[src/rtl/ddr3_read_arbiter.sv]
// Round-robin arbiter sharing one single-beat Avalon-MM DDR3 read port, with an
// in-order tag FIFO that routes returned beats. Optional counters: ARB_PERF_CNT_EN.
module ddr3_read_arbiter #(
   parameter int NUM_REQ         = 2,
   parameter int MAX_OUTSTANDING = 8,
   parameter int ADDR_W          = 27
) (
   input  logic                      ddr3_clk,
   input  logic                      reset,
   input  logic [NUM_REQ*ADDR_W-1:0] req_address,
   input  logic [NUM_REQ-1:0]        req_read,
   output logic [NUM_REQ-1:0]        req_waitrequest,
   output logic [255:0]              req_readdata,
   output logic [NUM_REQ-1:0]        req_readdatavalid,
   output logic [ADDR_W-1:0]         ddr3_address,
   output logic                      ddr3_read,
   input  logic                      ddr3_waitrequest,
   input  logic [255:0]              ddr3_readdata,
   input  logic                      ddr3_readdatavalid,
   output logic                      protocol_error
`ifdef ARB_PERF_CNT_EN
   ,
   output logic [NUM_REQ*32-1:0]     grant_count,
   output logic [31:0]               stall_count
`endif
);

   // state    | meaning
   // ST_ARB   | pick next requester (round-robin) if a tag slot is free
   // ST_ISSUE | ddr3_read driven for the granted requester until accepted

   localparam int GW = (NUM_REQ > 1) ? $clog2(NUM_REQ) : 1;
   localparam int PW = (MAX_OUTSTANDING > 1) ? $clog2(MAX_OUTSTANDING) : 1;
   localparam int CW = PW + 1;

   typedef enum logic {ST_ARB = 1'b0, ST_ISSUE = 1'b1} state_t;

   state_t            state_q, state_d;
   logic [GW-1:0]     grant_q, grant_d;
   logic [GW-1:0]     rr_q, rr_d;
   logic [ADDR_W-1:0] addr_q, addr_d;
   logic [CW-1:0]     count_q, count_d;
   logic [PW-1:0]     wr_ptr_q, wr_ptr_d;
   logic [PW-1:0]     rd_ptr_q, rd_ptr_d;
   logic              perr_q, perr_d;
   logic [GW-1:0]     tag_mem [MAX_OUTSTANDING];

   logic              win_found;
   logic [GW-1:0]     win_idx;
   logic              can_arb;
   logic              fifo_empty;
   logic              accept;
   logic              pop;
   logic              take_grant;

   function automatic logic [GW-1:0] rr_index(input logic [GW-1:0] base, input int k);
      int s;
      s = int'(base) + k;
      if (s >= NUM_REQ) s = s - NUM_REQ;
      return GW'(s);
   endfunction

   // Search starts one past the last accepted requester and wraps.
   always_comb begin
      win_found = 1'b0;
      win_idx   = '0;
      for (int k = 1; k <= NUM_REQ; k++) begin
         if (!win_found && req_read[rr_index(rr_q, k)]) begin
            win_found = 1'b1;
            win_idx   = rr_index(rr_q, k);
         end
      end
   end

   assign can_arb    = (count_q < CW'(MAX_OUTSTANDING));
   assign fifo_empty = (count_q == '0);
   assign accept     = (state_q == ST_ISSUE) && !ddr3_waitrequest;
   assign pop        = ddr3_readdatavalid && !fifo_empty;
   assign take_grant = (state_q == ST_ARB) && can_arb && win_found;

   always_ff @(posedge ddr3_clk) begin
      if (reset) begin
         state_q  <= ST_ARB;
         grant_q  <= '0;
         rr_q     <= '0;
         addr_q   <= '0;
         count_q  <= '0;
         wr_ptr_q <= '0;
         rd_ptr_q <= '0;
         perr_q   <= 1'b0;
      end else begin
         state_q  <= state_d;
         grant_q  <= grant_d;
         rr_q     <= rr_d;
         addr_q   <= addr_d;
         count_q  <= count_d;
         wr_ptr_q <= wr_ptr_d;
         rd_ptr_q <= rd_ptr_d;
         perr_q   <= perr_d;
      end
   end

   // Storage is not reset; the pointers alone define occupancy.
   always_ff @(posedge ddr3_clk) begin
      if (!reset && accept) tag_mem[wr_ptr_q] <= grant_q;
   end

   always_comb begin
      state_d = state_q;
      case (state_q)
         ST_ARB:   if (can_arb && win_found) state_d = ST_ISSUE;
         ST_ISSUE: if (!ddr3_waitrequest) state_d = ST_ARB;
         default:  state_d = ST_ARB;
      endcase
   end

   always_comb begin
      grant_d  = grant_q;
      addr_d   = addr_q;
      rr_d     = rr_q;
      wr_ptr_d = wr_ptr_q;
      rd_ptr_d = rd_ptr_q;
      count_d  = count_q;
      perr_d   = perr_q | (ddr3_readdatavalid && fifo_empty);
      if (take_grant) begin
         grant_d = win_idx;
         addr_d  = req_address[int'(win_idx)*ADDR_W +: ADDR_W];
      end
      if (accept) begin
         rr_d     = grant_q;
         wr_ptr_d = wr_ptr_q + 1'b1;
      end
      if (pop) rd_ptr_d = rd_ptr_q + 1'b1;
      case ({accept, pop})
         2'b10:   count_d = count_q + 1'b1;
         2'b01:   count_d = count_q - 1'b1;
         default: count_d = count_q;
      endcase
   end

   always_comb begin
      ddr3_read         = (state_q == ST_ISSUE);
      req_waitrequest   = '1;
      req_readdatavalid = '0;
      if (state_q == ST_ISSUE) req_waitrequest[grant_q] = ddr3_waitrequest;
      if (pop) req_readdatavalid[tag_mem[rd_ptr_q]] = 1'b1;
   end

   assign ddr3_address   = addr_q;
   assign req_readdata   = ddr3_readdata;
   assign protocol_error = perr_q;

`ifdef ARB_PERF_CNT_EN
   logic [31:0] gcnt_q [NUM_REQ];
   logic [31:0] stall_q;

   always_ff @(posedge ddr3_clk) begin
      if (reset) begin
         for (int i = 0; i < NUM_REQ; i++) gcnt_q[i] <= '0;
         stall_q <= '0;
      end else begin
         if (accept) gcnt_q[grant_q] <= gcnt_q[grant_q] + 32'd1;
         if ((state_q == ST_ARB) && (|req_read) && !can_arb) stall_q <= stall_q + 32'd1;
      end
   end

   for (genvar g = 0; g < NUM_REQ; g++) begin : g_gcnt
      assign grant_count[g*32 +: 32] = gcnt_q[g];
   end
   assign stall_count = stall_q;
`endif

endmodule

[config.mk]
export PLATFORM = sky130hd
export DESIGN_NAME = ddr3_read_arbiter
export DESIGN_NICKNAME = d
export VERILOG_FILES = /design/src/rtl/ddr3_read_arbiter.sv
export SDC_FILE = /design/constraint.sdc
export NUM_CORES = 1
export LEC_CHECK = 0
export ABC_AREA = 1
export BUFFER_PORTS_ARGS = -buffer_cell sky130_fd_sc_hd__buf_2
export CAP_MARGIN = 20
export CORE_AREA = 2 2 235 237
export DETAILED_ROUTE_END_ITERATION = 12
export DIE_AREA = 0 0 237 239
export MAX_ROUTING_LAYER = met4
export PLACE_DENSITY = 0.36
export SYNTH_ARGS = -nofsm -noshare
export SYNTH_HDL_FRONTEND = slang
export SYNTH_SLANG_ARGS = --single-unit
[constraint.sdc]
create_clock -name ddr3_clk -period 3.71 [get_ports ddr3_clk]
set_clock_uncertainty 0.2 [all_clocks]
set_input_delay 0.5565 -clock ddr3_clk [delete_from_list [all_inputs] [get_ports ddr3_clk]]
set_output_delay 0.5565 -clock ddr3_clk [all_outputs]
set_load 0.01 [all_outputs]
==> impl_metrics.ini <==
[place]
placed_cell_area_um2 = 3750
place_hpwl_um = 13690
placed_cells = 1077
port_buffers = 92
gp_congestion = 0.6751

[logic_synthesis]
yosysMostFrequentCell = buf_4
syn_nets = 869
synthesis.area_um2 = 4423
synth.distinct_cells = 30
ys_top_cells_by_area = buf_4, dfxtp_1, edfxtp_1
ys_seq_area_share_pct = 25.35
synth_flop_cell = dfxtp_1
ys_async_sr_fraction_pct = 0
synthTopCellsByCount = buf_4, nand2_1, dfxtp_1
syn_area_per_cell_um2 = 8.071
ys_ff_latch = 52
yosys.area.top_type = buf_4
syn_inst = 548
synth_warnings = 0
synth_top_area_share_pct = 43.96
synth_edf_count = 8

[final_layout]
drive_above_1_share_pct = 38.85
area_growth_pct = -11.80
layout.cells.non_filler = 1085
num_antenna_cells = 0
fin_nets = 701
final_cell_area_um2 = 3901

[worst_hold_path]
min_path_type = reg2reg

[setup_path]
cp_slowest_cell = dfxtp_1
path_common_cell = inv_1
r2r_slack_ps = 1470
crit_path_start_kind = register
cp_cell_sequence = inv_1 > nor2_2 > inv_1 > or2_2 > buf_2
cp-end-kind = primary output
crit_path_max_incr_delay_ps = 400
required_ps = 2950
crit_fanout = 6
crit_type = reg2out
crit_arrival_ps = 1640

[floorplanning]
core_area_um2 = 54340
die_w_um = 237
io_pins = 605
fp.dieH_um = 239
dieArea_um2 = 56640
num_rows = 86
initial_utilization_pct = 8.140

[cts]
cts_num_sinks = 52
cts-root-buf = clkbuf_16
cts_buffers = 5
cts-resized-gates = 0
cts_max_level = 2
clk_latency_ps = 310
ctsHoldBuffers = 0
clockBufferDepth = 2
clk_pin_slew_ps = 80
post-cts-setup-buffers = 0
cts_tree = done

[timing]
rsz0062_at_grt = false
tightest_slew_ps = 934.7
setup_violations = 0
drv_slew = 0
max_freq_ghz = 0.4170
relSlewSlack_pct = 37.53
period_minus_slack_ps = 2398
finalHoldViolations = 0
tns_ps = 0
finalCritPeriodShare_pct = 64.64

[grt]
grt_overflow = 0
grt_max_degree = 30
antenna_found_initial = 1
first_global_vias = 2758
grtUsageTotal_pct = 5.602
grt_pass1_wl_um = 21250

[drt]
drtPass1Iterations = 4
drt_iter0_drc = 69
wl_per_cell_um = 15.15
drc = 0
wirelength_um = 16430
vias = 2725
drt-vias-per-instance = 2.512
antenna_left = 0

[power]
p_leak_nw = 1.381
powerDensity_nw_per_um2 = 496.8
finalPower_mw = 1.938
vdd_drop_max_uv = 173.6

[outcome]
run_status = finished, final reports clean

[job]
drv_cap = 0
## worst max-delay path: cells and delay by family (launching register included)
kind / cells / cell delay, ps
buffers and inverters: 3 / 440
DFF: 1 / 400
and+or+nand+nor: 2 / 510
## logic make-up after synthesis
group / Yosys count / share of synthesized area (%)
xor+xnor: 2 / 0.3961
fa+ha+maj: 5 / 1.414
buf+inv: 292 / 47.89
compound gates: 81 / 12.87
simple gates: 116 / 12.08
flops: 52 / 25.35
## sequential cells by signal, indices dropped and copies added, names as in the netlist, named ones only
register,flops
tag_mem,8
rr_q,1
wr_ptr_q,3
rd_ptr_q,3
ddr3_read,1
count_q,4
ddr3_address,27
grant_q,1
protocol_error,1
## metrics by stage
| stage | worst slack [ps] | hold WS (ps) | utilization [%] |
|---|---|---|---|
| 6_report | 1312 | 249.7 | 7.179 |
| 3_3_place_gp | 1123 | 246.6 | 6.901 |
| 2_1_floorplan | 1687 | 241.3 | - |
| 5_1_grt | 1031 | 283.5 | 7.179 |
| 3_5_place_dp | 1131 | 244.4 | 6.901 |
| 4_1_cts | 1140 | 256.6 | 7.179 |
## cell usage in the layout (no fill, tap or decap), types with 6 or more instances in the layout
master / instances
nand2_1: 57
or2_2: 18
o211ai_2: 11
o211ai_1: 16
inv_1: 20
edfxtp_1: 8
o21ai_0: 13
nand3_1: 6
a21oi_1: 30
or2_1: 7
a21oi_2: 10
buf_2: 92
dfxtp_1: 44
nor2_1: 19
## layout make-up
| type | count | area, um2 |
|---|---|---|
| clock buffers | 5 | 125.1 |
| clock inverters | 3 | 26.28 |
| fillers | 6371 | 50440 |
| inverters | 23 | 88.84 |
| multi-input cells | 204 | 1184 |
| flip-flops and latches | 52 | 1121 |
| well taps | 704 | 880.8 |
| repair buffers | 94 | 475.5 |
## routing by layer
layer,vias to the layer above,track usage (%),wire length (um)
met1,1154,4.046,4493
li1,1153,-,-
met3,121,4.365,3173
met4,0,4.756,1132
met5,-,-,0
met2,297,8.930,7635
## final timing paths
check / from / endpoint / cells after the start
worst max-delay path: ddr3_read$_SDFF_PP0_ / req_waitrequest[0] / 5
worst min-delay path: protocol_error$_SDFF_PP0_ / protocol_error$_SDFF_PP0_ / 2
worst max register to register: count_q[0]$_SDFFE_PP0P_ / count_q[2]$_SDFFE_PP0P_ / 12
worst min register to register: protocol_error$_SDFF_PP0_ / protocol_error$_SDFF_PP0_ / 2
## power breakdown
part	switching [mW]	internal, mW	leakage [nW]
Sequential	0.0779	0.681	0.436
Clock	0.248	0.258	0.0762
Combinational	0.418	0.255	0.870
(Power assumes the default switching activity.)
